<file path="src/rtl/com_pkg.sv">
// Shared types and constants for the command scheduler.
package com_pkg;

   localparam int NUM_SIGNALS_DEF = 16;
   localparam int HOLD_CYCLES_DEF = 8;

   // All command lines idle. Command lines are active-low.
   localparam logic [NUM_SIGNALS_DEF-1:0] COM_IDLE = {NUM_SIGNALS_DEF{1'b1}};

   typedef enum logic [1:0] {
      IDLE,
      ISSUE,
      HOLD
   } sched_state_t;

endpackage

</file>
<file path="src/rtl/com_scheduler_if.sv">
// Valid/ready command handshake from the scheduler to the downstream transmitter.
interface com_scheduler_if #(
   parameter int IDX_WIDTH = 4
) ();

   logic                 tx_valid;
   logic                 tx_ready;
   logic [IDX_WIDTH-1:0] tx_index;

   modport master (
      output tx_valid,
      output tx_index,
      input  tx_ready
   );

   modport slave (
      input  tx_valid,
      input  tx_index,
      output tx_ready
   );

endinterface

</file>
<file path="src/rtl/rr_arbiter.sv">
// Combinational round-robin pick: first requesting line at or after ptr,
// wrapping modulo NUM_SIGNALS.
module rr_arbiter #(
   parameter int NUM_SIGNALS = 16,
   parameter int IDX_WIDTH   = $clog2(NUM_SIGNALS)
) (
   input  logic [NUM_SIGNALS-1:0] req,
   input  logic [IDX_WIDTH-1:0]   ptr,
   output logic [IDX_WIDTH-1:0]   gnt_idx,
   output logic                   gnt_any
);

   // Scan the request vector starting at ptr; the first hit wins.
   always_comb begin
      logic [IDX_WIDTH-1:0] cand;
      // NOTE: every output of a combinational block gets a default first so no path leaves it unassigned (which would infer a latch).
      gnt_idx = '0;
      gnt_any = 1'b0;
      cand    = '0;
      for (int i = 0; i < NUM_SIGNALS; i++) begin
         cand = IDX_WIDTH'((int'(ptr) + i) % NUM_SIGNALS);
         if (!gnt_any && req[cand]) begin
            gnt_any = 1'b1;
            gnt_idx = cand;
         end
      end
   end

endmodule

</file>
<file path="src/rtl/com_scheduler.sv">
// Command sequencer: edge-detects active-low command lines, latches them as
// pending, and issues them one at a time round-robin with a minimum gap.
module com_scheduler
   import com_pkg::*;
#(
   parameter int NUM_SIGNALS = NUM_SIGNALS_DEF,
   parameter int IDX_WIDTH   = $clog2(NUM_SIGNALS),
   parameter int HOLD_CYCLES = HOLD_CYCLES_DEF
) (
   input  logic                   clk,
   input  logic                   aclr_n,
   input  logic [NUM_SIGNALS-1:0] com_n,
   input  logic [NUM_SIGNALS-1:0] mask,
   input  logic                   ovf_clr,
   com_scheduler_if.master        tx,
   output logic [NUM_SIGNALS-1:0] pending,
   output logic [NUM_SIGNALS-1:0] ovf_flags,
   output logic                   busy
);

   // Counter is at least one bit wide even when HOLD_CYCLES is 1.
   localparam int HOLD_W = (HOLD_CYCLES > 1) ? $clog2(HOLD_CYCLES) : 1;

   sched_state_t             state;
   sched_state_t             state_next;
   logic [NUM_SIGNALS-1:0]   com_prev;
   logic [NUM_SIGNALS-1:0]   rise;
   logic [NUM_SIGNALS-1:0]   accept_vec;
   logic                     accept;
   logic [IDX_WIDTH-1:0]     tx_index_q;
   logic [IDX_WIDTH-1:0]     rr_ptr;
   logic [IDX_WIDTH-1:0]     gnt_idx;
   logic                     gnt_any;
   logic [HOLD_W-1:0]        hold_cnt;

   rr_arbiter #(
      .NUM_SIGNALS (NUM_SIGNALS),
      .IDX_WIDTH   (IDX_WIDTH)
   ) u_arb (
      .req     (pending),
      .ptr     (rr_ptr),
      .gnt_idx (gnt_idx),
      .gnt_any (gnt_any)
   );

   // A rise is a 1->0 transition on an enabled line; held-low lines never re-trigger.
   assign rise   = com_prev & ~com_n & mask;
   assign accept = (state == ISSUE) && tx.tx_ready;

   // One-hot of the command being accepted this cycle.
   always_comb begin
      accept_vec = '0;
      if (accept) accept_vec[tx_index_q] = 1'b1;
   end

   // Previous command-line sample for edge detection.
   always_ff @(posedge clk or negedge aclr_n) begin
      if (!aclr_n) begin
         com_prev <= '1;
      end else begin
         // NOTE: sequential state uses non-blocking assignment so every register samples pre-edge values.
         com_prev <= com_n;
      end
   end

   // Pending and sticky overflow bits; a same-cycle rise beats both accept-clear and ovf_clr.
   always_ff @(posedge clk or negedge aclr_n) begin
      if (!aclr_n) begin
         pending   <= '0;
         ovf_flags <= '0;
      end else begin
         pending   <= (pending & ~accept_vec) | rise;
         ovf_flags <= (ovf_flags & ~{NUM_SIGNALS{ovf_clr}}) | (rise & pending & ~accept_vec);
      end
   end

   // FSM state register.
   always_ff @(posedge clk or negedge aclr_n) begin
      if (!aclr_n) state <= IDLE;
      else         state <= state_next;
   end

   // FSM next-state logic.
   always_comb begin
      state_next = state;
      unique case (state)
         IDLE:    if (gnt_any)           state_next = ISSUE;
         ISSUE:   if (tx.tx_ready)       state_next = HOLD;
         HOLD:    if (hold_cnt == '0)    state_next = IDLE;
         default:                        state_next = IDLE;
      endcase
   end

   // FSM outputs.
   always_comb begin
      tx.tx_valid = (state == ISSUE);
      busy        = (state != IDLE);
   end

   assign tx.tx_index = tx_index_q;

   // Grant latch, round-robin pointer and post-accept gap counter.
   always_ff @(posedge clk or negedge aclr_n) begin
      if (!aclr_n) begin
         tx_index_q <= '0;
         rr_ptr     <= '0;
         hold_cnt   <= '0;
      end else begin
         if (state == IDLE && gnt_any) tx_index_q <= gnt_idx;
         if (accept) begin
            rr_ptr   <= (tx_index_q == IDX_WIDTH'(NUM_SIGNALS - 1)) ? '0 : tx_index_q + 1'b1;
            hold_cnt <= HOLD_W'(HOLD_CYCLES - 1);
         end else if (state == HOLD && hold_cnt != '0) begin
            hold_cnt <= hold_cnt - 1'b1;
         end
      end
   end

endmodule

</file>
<file path="src/flat_wrapper.sv">
// flat-port wrapper written by rule: the top's interface ports become plain ports
module com_scheduler_flat import com_pkg::*;
#(
   parameter int NUM_SIGNALS = NUM_SIGNALS_DEF,
   parameter int IDX_WIDTH   = $clog2(NUM_SIGNALS),
   parameter int HOLD_CYCLES = HOLD_CYCLES_DEF
)
  (clk, aclr_n, com_n, mask, ovf_clr, pending, ovf_flags, busy, tx_tx_valid, tx_tx_index, tx_tx_ready);
  com_scheduler_if #(.IDX_WIDTH(IDX_WIDTH)) tx_i ();
  input  logic clk;
  input  logic aclr_n;
  input  logic [NUM_SIGNALS-1:0] com_n;
  input  logic [NUM_SIGNALS-1:0] mask;
  input  logic ovf_clr;
  output logic [NUM_SIGNALS-1:0] pending;
  output logic [NUM_SIGNALS-1:0] ovf_flags;
  output logic busy;
  output wire logic [$bits(tx_i.tx_valid)-1:0] tx_tx_valid;
  output wire logic [$bits(tx_i.tx_index)-1:0] tx_tx_index;
  input wire logic [$bits(tx_i.tx_ready)-1:0] tx_tx_ready;
  assign tx_tx_valid = tx_i.tx_valid;
  assign tx_tx_index = tx_i.tx_index;
  assign tx_i.tx_ready = tx_tx_ready;
  com_scheduler #(.NUM_SIGNALS(NUM_SIGNALS), .IDX_WIDTH(IDX_WIDTH), .HOLD_CYCLES(HOLD_CYCLES)) u_core (.clk(clk), .aclr_n(aclr_n), .com_n(com_n), .mask(mask), .ovf_clr(ovf_clr), .tx(tx_i), .pending(pending), .ovf_flags(ovf_flags), .busy(busy));
endmodule
</file>
<file path="config.mk">
export PLATFORM = sky130hd
export DESIGN_NAME = com_scheduler_flat
export DESIGN_NICKNAME = d
export VERILOG_FILES = /design/src/rtl/com_pkg.sv /design/src/rtl/com_scheduler_if.sv /design/src/rtl/rr_arbiter.sv /design/src/rtl/com_scheduler.sv /design/src/flat_wrapper.sv
export SDC_FILE = /design/constraint.sdc
export NUM_CORES = 1
export LEC_CHECK = 0
export ABC_AREA = 1
export ABC_CLOCK_PERIOD_IN_PS = 4200
export CELL_PAD_IN_SITES_DETAIL_PLACEMENT = 0
export CELL_PAD_IN_SITES_GLOBAL_PLACEMENT = 1
export CORE_ASPECT_RATIO = 0.5
export CORE_MARGIN = 4
export CORE_UTILIZATION = 38
export DETAILED_ROUTE_END_ITERATION = 10
export PLACE_DENSITY = 0.83
export SYNTH_ARGS = -nofsm -noshare
export SYNTH_HDL_FRONTEND = slang
export SYNTH_SLANG_ARGS = --single-unit
</file>
<file path="constraint.sdc">
create_clock -name clk -period 4.2 [get_ports clk]
set_input_delay 1.05 -clock clk [delete_from_list [all_inputs] [get_ports clk]]
set_output_delay 1.05 -clock clk [all_outputs]
set_load 0.02 [all_outputs]
</file>
; Word-level counts from Yosys, hierarchy flattened
; Cells that the tools add are included.
[word_totals]
mem_bits_ro = 0
out_inout_bits = 38
regBits = 61
latchBits = 0
mem_count = 0
elab_cells = 173
ram_bits = 0
in_bits = 36
[op_classes]
reduce_logical = 40
multipliers = 0
eq_ne = 6
n_bitwise = 11
n_shift = 0
div_mod_pow = 0
order_cmp = 18
addsub = 17
mux = 74
[op_table]
columns = cell, n
row1 = $and 16x16->16, 6
row2 = $lt 4x5->1 const B, 17
row3 = $mux 4, 17
row4 = $bmux 1 s4, 16
row5 = $not 16->16, 3
row6 = $mux 1, 33
row7 = $add 4x4->4 const B, 8
row8 = $or 16x16->16, 2
row9 = $logic_and 1x1->1, 19
row10 = $add 4x3->4 const B, 4
row11 = $mux 16, 1
row12 = $logic_not 1->1, 15
row13 = $add 4x1->4 const B, 2
row14 = $add 4x2->4 const B, 2
row15 = $mux 2, 3
row16 = $mux 3, 2
row17 = $ne 2x1->1 const B, 3
row18 = $pmux 2 s3, 1
row19 = $demux 1 s4, 1
row20 = $eq 4x4->1 const B, 1
row21 = $ge 4x1->1 const B, 1
row22 = $reduce_bool 2->1, 2
row23 = $logic_not 3->1, 1
row24 = $reduce_and 3->1, 1
row25 = 5 further kinds, 5

; Logic depth before layout (Yosys ltp)
; Gate-level depths: netlist (run 1).
[depth]
word_depth = 50
mapped_depth = 25
depth_no_buf = 23

; Hierarchy
; A second synthesis (run 1) with hierarchy kept.
[unflattened]
hier_cells = 633
hier_area_um2 = 4416.7
[modules_own_cells]
columns = mod, seq_area_each_um2, cells_each, instances, area_per_inst_um2
row1 = com_scheduler, 1546.5, 291, 1, 2610.0
row2 = rr_arbiter, 0.0, 342, 1, 1806.7

; Worst setup path before layout (run 1)
; Ideal clock, no wire load.
[synth_path]
path_kind = register to register
startpoint = register u_core.rr_ptr[1]
endpoint = register u_core.tx_index_q[3] (netlist: u_core.tx.tx_index[3])
t_required_ps = 4083
period_less_slack_ps = 3144
t_arrival_ps = 3027
slack_ps = 1056
path_buffers = 2
path_stages_with_launch = 23
setup_ps = 117
path_cell_list = dfrtp_1 inv_1 buf_2 ha_1 inv_1 buf_2 nand3_1 nand3_1 nand2_1 nand2_1 nand2_2 nor2_8 nand4_4 nor2_4 nand4_2 nor2_4 nand4_2 nor2_4 nand3_2 nand2_2 inv_2 nor2_1 nor2_1
[synth_between]
elab_chain_len = 49
elab_cells_between_ends = 110
classes_between = add/sub (15) / mux (64) / reduce/logical (31)
[synth_rtl]
columns = item, line_no
row1 = from (decl), com_scheduler.sv:31  ; logic [IDX_WIDTH-1:0] rr_ptr;
row2 = from (signal assigned), com_scheduler.sv:111  ; rr_ptr <= (tx_index_q == IDX_WIDTH'(NUM_SIGNALS - 1)) ? '0 : tx_index_q + 1'b1;
row3 = branches (longest 49 deep; another with $add 4x1->4), -
row4 = to (signal assigned), com_scheduler.sv:109  ; if (state == IDLE && gnt_any) tx_index_q <= gnt_idx;
row5 = to (decl), com_scheduler.sv:30  ; logic [IDX_WIDTH-1:0] tx_index_q;
; Parallel ways; which one is timed is not known. The select of a mux whose other input is x is not followed.
; A chain may end at the register's enable or synchronous reset.

; Final worst setup path (run 1)
[layout_path]
startpoint = register u_core.rr_ptr[0]
endpoint = register u_core.tx_index_q[0] (netlist: u_core.tx.tx_index[0])
; Same word-level chain as after synthesis.

==> results_dict.tcl, run 1 <==
set metrics [dict create \
    synth_cells 572 \
    slew_headroom_pct 46.0 \
    holdWs_ns 0.515 \
    critical_path.top_delay_family "simple AND/OR/NAND/NOR gates" \
    final_max_slew_viol_count 0 \
    min_period_ns 3.52 \
    synth_cell_types 38 \
    setup_violations 0 \
    grt_max_degree 39 \
    cp_slowest_stage_delay_ns 0.38 \
    path_class "reg2reg" \
    path_clk_slew_ns 0.05 \
    wl_mm 12.5 \
    hp-start "u_core.state[1]" \
    syn_area_sq_um 4100 \
    syn-num-nets 621 \
    layout.nets 702 \
    synth-seq-cells 61 \
    port_buffers 73 \
    area_growth_pct 29.5 \
    maxCapViolCount 0 \
    antenna_found_initial 0 \
    clk_latency_ns 0.33 \
    max_freq_mhz 284 \
    path_buf_inv 3 \
    min_path_type "reg2reg" \
    cts.repair.resized 0 \
    grt_pass1_wl_mm 20.3 \
    tns_ns 0 \
    place_hpwl_mm 9.82 \
    root_buffer "clkbuf_16" \
    initial_core_util_pct 39.6 \
    critical_path.max_fanout 19 \
    ctsHoldBuffers 0 \
    antenna_cells 0 \
    dpl-instance-area_sq_um 5000 \
    ios 74 \
    dieHeight_microns 81.4 \
    wl_per_cell_microns 15.7 \
    crit_path_start_kind "flip-flop" \
    fp.dieArea_sq_um 12600 \
    r2r_start "u_core.rr_ptr[0]" \
    arrival_ns 3.73 \
    grt_usage_pct 20.7 \
    drc 0 \
    grt_pass1_vias 3922 \
    first_iter_violations 254 \
    via_per_inst 5.12 \
    synth_top_cell_by_area "dfrtp_1" \
    ys_warn_count 0 \
    fin_area_sq_um 5310 \
    cts_inserted_buffers 9 \
    synth_top_area_share_pct 27.5 \
    drive_gt1_share_pct 9.27 \
    die_w_microns 155 \
    finalCritPeriodShare_pct 83.9 \
    gp_congestion 0.923 \
    cts_setup_buffers 0 \
    outcome "finished clean" \
    cts.path.max_buffers 2 \
    final_common_cell "nand2_1" \
    clkSinkCount 61 \
    firstDrtPassIters 5 \
    synth_area_leaders "dfrtp_1 27%, nand2_1 14%, nand3_1 13%" \
    seq_area_frac_synth_pct 37.8 \
    syn_avg_cell_area_sq_um 7.16 \
    final_antenna_net_count 0 \
    cp-startpoint "u_core.rr_ptr[0]" \
    final_cell_mix "148 x nand2_1, 108 x nand3_1, 72 x clkdlybuf4s50_1, 62 x inv_1, 56 x nor2_1" \
    cts_tree "built" \
    num_vias 4083 \
    overflow 0 \
    clock_skew_ns 0.00537 \
    worst_pin_slew_ns 0.810 \
    htree_levels 3 \
    path_cells "inv_2 -> ha_1 -> inv_1 -> nand3_1 -> nand3_1 -> nand2_1 -> nand2_1 -> nand2_2 -> nor2_8 -> nand4_4 -> nor2_4 -> nand4_2 -> nor2_4 -> nand4_2 -> nor2_4 -> nand3_2 -> nand2_2 -> inv_2 -> nand3_1 -> nand2_1" \
    crit_path_top_delay_cell "dfrtp_1" \
    critPathCaptureType "flip-flop" \
    crit_required_ns 4.41 \
    num_rows 26 \
    rsz0062_at_grt "no" \
    core_sq_um 10300 \
    final_hold_viol_count 0 \
]
[state kept, by name, indices dropped and copies added (netlist names)]
| register | flops |
|---|---|
| u_core.ovf_flags | 16 |
| u_core.hold_cnt | 3 |
| u_core.com_prev | 16 |
| u_core.pending | 16 |
| u_core.rr_ptr | 4 |
| u_core.state | 2 |
| u_core.tx.tx_index | 4 |
[Yosys cell counts (all sizes together)]
master	count
nand2	151
nand3	110
inv	67
nor2	60
dfrtp	45
o21ai	26
nand3b	17
o22ai	17
dfstp	16
ha	13
buf	10
nand4	10
xor2	9
a21oi	4
xnor2	3
a21boi	2
clkbuf	2
nor3	2
o2111ai	2
o21a	2
clkinv	1
o21bai	1
o31ai	1
or2	1
[layout make-up]
class | instances | area (sq um)
clock buffers | 9 | 225
clock inverters | 7 | 81.3
fillers | 1006 | 5040
inverters | 68 | 258
multi-input cells | 431 | 2230
flip-flops and latches | 61 | 1550
well taps | 140 | 175
repair buffers | 82 | 793
[worst register-to-register path, cell delays in order, from the launching register on]
cell and delay (ns):
dfrtp_1 0.38, inv_2 0.25, ha_1 0.30, inv_1 0.35, nand3_1 0.20, nand3_1 0.15, nand2_1 0.08, nand2_1 0.09
nand2_2 0.11, nor2_8 0.17, nand4_4 0.12, nor2_4 0.15, nand4_2 0.11, nor2_4 0.15, nand4_2 0.13, nor2_4 0.20
nand3_2 0.10, nand2_2 0.15, inv_2 0.06, nand3_1 0.09, nand2_1 0.06
[stage by stage]
| step | cells | util [%] | setup slack [ns] |
|---|---|---|---|
| 6_report | 798 | 51.3 | 0.678 |
| 5_1_grt | 798 | 51.3 | 0.323 |
| 4_1_cts | 798 | 51.3 | 0.732 |
| 3_5_place_dp | 782 | 48.3 | 0.745 |
| 3_3_place_gp | 782 | 48.3 | 0.845 |
| 2_1_floorplan | 572 | - | 1.06 |
[cell families (layout without fill, tap and decap cells)]
kind of cell	after synthesis	after routing	synth area share, %
compound gates	55	55	7.79
xor+xnor	12	12	2.75
fa+ha+maj	13	13	3.97
buf+inv	80	166	7.88
flops	61	61	37.8
simple gates	351	351	39.9
[layer usage]
| metal | track usage, % | vias to the layer above | wire length, microns |
|---|---|---|---|
| met5 | 0 | - | 0 |
| met4 | 5.90 | 0 | 213 |
| met3 | 4.53 | 17 | 688 |
| met2 | 33.7 | 108 | 5450 |
| met1 | 28.0 | 1909 | 6160 |
| li1 | - | 2049 | - |
[final timing paths]
path / to / slack [ns] / cells after the start
max: u_core.tx.tx_index[0] / 0.68 / 20
min reg2reg: u_core.state[0] / 0.51 / 1
min in group asynchronous: u_core.ovf_flags[7] / 0.82 / 1
min: u_core.state[0] / 0.51 / 1
max in group asynchronous: u_core.com_prev[15] / 2.52 / 2
max reg2reg: u_core.tx.tx_index[0] / 0.68 / 20
Power of run 1 is not shown: default switching activity piles up to over one toggle a cycle in this logic, so the estimate is an artifact.
==> run 2, diff against run 1 <==
ABC_CLOCK_PERIOD_IN_PS = 3100   (was 4200)
CORE_UTILIZATION = 34   (was 38)
PLACE_DENSITY = 0.79   (was 0.83)
clock period = 3.1 ns   (was 4.2 ns; I/O delays follow)
==> results_dict.tcl, run 2 (synthesized netlist as in run 1, its figures left out) <==
set metrics [dict create \
    outcome "finished clean" \
    crit_required_ns 3.35 \
    final_antenna_net_count 0 \
    antenna_cells 0 \
    wl_mm 13.6 \
    port_buffers 73 \
    r2r_slack_ns 0.16 \
    multi_input_area_sq_um 2530 \
    core_sq_um 11800 \
    die_w_microns 163 \
    max_freq_mhz 340 \
    gp_congestion 0.934 \
    finalCritPeriodShare_pct 95.0 \
    initial_core_util_pct 34.7 \
    seqCellArea_sq_um 1550 \
    worst_pin_slew_ns 0.674 \
    clk_latency_ns 0.32 \
    maxCapViolCount 0 \
    cts_tree "built" \
    ios 74 \
    htree_levels 3 \
    cts_inserted_buffers 9 \
    reg.largest.list "u_core.com_prev (16), u_core.ovf_flags (16), u_core.pending (16)" \
    crit_path_start_kind "flip-flop" \
    layout.nets 738 \
    antenna_found_initial 0 \
    first_iter_violations 343 \
    clkSinkCount 61 \
    dieHeight_microns 85.6 \
    final_max_slew_viol_count 0 \
    drive_gt1_share_pct 20.3 \
    holdWs_ns 0.403 \
    grt_usage_pct 18.3 \
    num_rows 28 \
    setup_violations 0 \
    grt_max_degree 23 \
    final_hold_viol_count 0 \
    place_hpwl_mm 10.1 \
    slew_headroom_pct 54.9 \
    final_cell_mix "138 x nand2_1, 96 x nand3_1, 72 x clkdlybuf4s50_1, 58 x inv_1, 51 x nor2_1" \
    root_buffer "clkbuf_16" \
    critPathCaptureType "flip-flop" \
    path_clk_slew_ns 0.05 \
    reg2reg_depth 22 \
    num_vias 4342 \
    wl_per_cell_microns 15.9 \
    area_growth_pct 47.1 \
    grt_pass1_wl_mm 20.3 \
    critical_path.max_fanout 5 \
    clock_skew_ns 0.00553 \
    via_per_inst 5.06 \
    fp.dieArea_sq_um 14000 \
    grt_pass1_vias 3904 \
    path_class "reg2reg" \
    fillers 1120 \
    firstDrtPassIters 6 \
    min_period_ns 2.94 \
    cts.path.max_buffers 2 \
    r2r_start "u_core.rr_ptr[0]" \
    final_common_cell "nand2_1" \
    min_path_type "in2async" \
    overflow 0 \
    drc 0 \
    r2r-end "u_core.tx.tx_index[1]" \
    arrival_ns 3.20 \
]
run 2: changes by cell type in the layout (fill, tap and decap cells not counted), sizes merged:
cell      previous run  this run
clkinv               4         2
buf                 10        43
clkbuf               9        16
inv                 69        67
clkinvlp             1         0
run 2: worst max-delay path: stages (launching register included):
cell and delay, ns:
dfrtp_2 0.40, inv_2 0.07, ha_4 0.33, buf_8 0.14, nand3_4 0.08, nand3_2 0.10, nand2_2 0.07, nand2_2 0.09
nand2_4 0.08, nor2_8 0.10, nand4_4 0.14, nor2_4 0.18, nand4_4 0.10, nor2_4 0.19, nand4_4 0.11, nor2_4 0.21
buf_6 0.13, nand3_1 0.06, nand2_1 0.07, inv_1 0.04, nand2_1 0.07, nand2_1 0.05, nand2_1 0.05
run 2: final cells by class:
type	instances	area share (%)
Sequential cell	61	25.7
Multi-Input combinational cell	431	42.0
Timing Repair Buffer	118	19.5
Clock buffer	13	4.32
Clock inverter	2	0.581
Tap cell	165	3.43
Inverter	68	4.44
run 2: worst max-delay path by stage:
| stage | endpoint | cells after the start | slack (ns) | start |
|---|---|---|---|---|
| final | u_core.tx.tx_index[1] | 22 | 0.16 | u_core.rr_ptr[0] |
| after global routing | u_core.tx.tx_index[2] | 22 | -0.06 | u_core.rr_ptr[0] |
| after CTS | u_core.tx.tx_index[3] | 21 | 0.007 | u_core.rr_ptr[1] |
| after detailed placement | u_core.tx.tx_index[3] | 21 | -0.20 | u_core.rr_ptr[0] |
| after global placement | u_core.tx.tx_index[3] | 21 | -0.28 | u_core.rr_ptr[0] |
| after floorplan | u_core.tx.tx_index[3] | 22 | 0.01 | u_core.rr_ptr[1] |
run 2: what timing repair did:
action | CTS | global route
pin swaps | 3 | 18
resized for setup | 5 | 73
hold buffers | 0 | 0
setup endpoints to repair | 4 | 5
cloned | 0 | 3
setup buffers | 3 | 10
run 2: metal layers:
metal	GRT usage [%]	wire, microns	vias to the layer above
met4	6.09	245	0
li1	-	-	2129
met2	28.4	6340	149
met5	0	0	-
met3	3.26	753	22
met1	25.9	6290	2042
run 2: metrics by stage:
step	utilization [%]	instances	setup WS, ns	setup TNS (ns)	instance area [sq um]
2_1_floorplan	-	572	0.0126	0	4100
3_3_place_gp	44.0	827	-0.276	-0.578	5190
3_5_place_dp	44.0	827	-0.197	-0.374	5190
4_1_cts	46.9	845	0.00726	0	5530
5_1_grt	51.0	858	-0.0610	-0.192	6030
6_report	51.0	858	0.155	0	6030
Power of run 2 is left out for the same reason.
==> run 3, diff against run 2 <==
SLEW_MARGIN = 20   (was not set)
==> results of run 3 <==
Final layout, timing and power as in run 2 (identical DEF).
Power of run 3 is left out for the same reason.
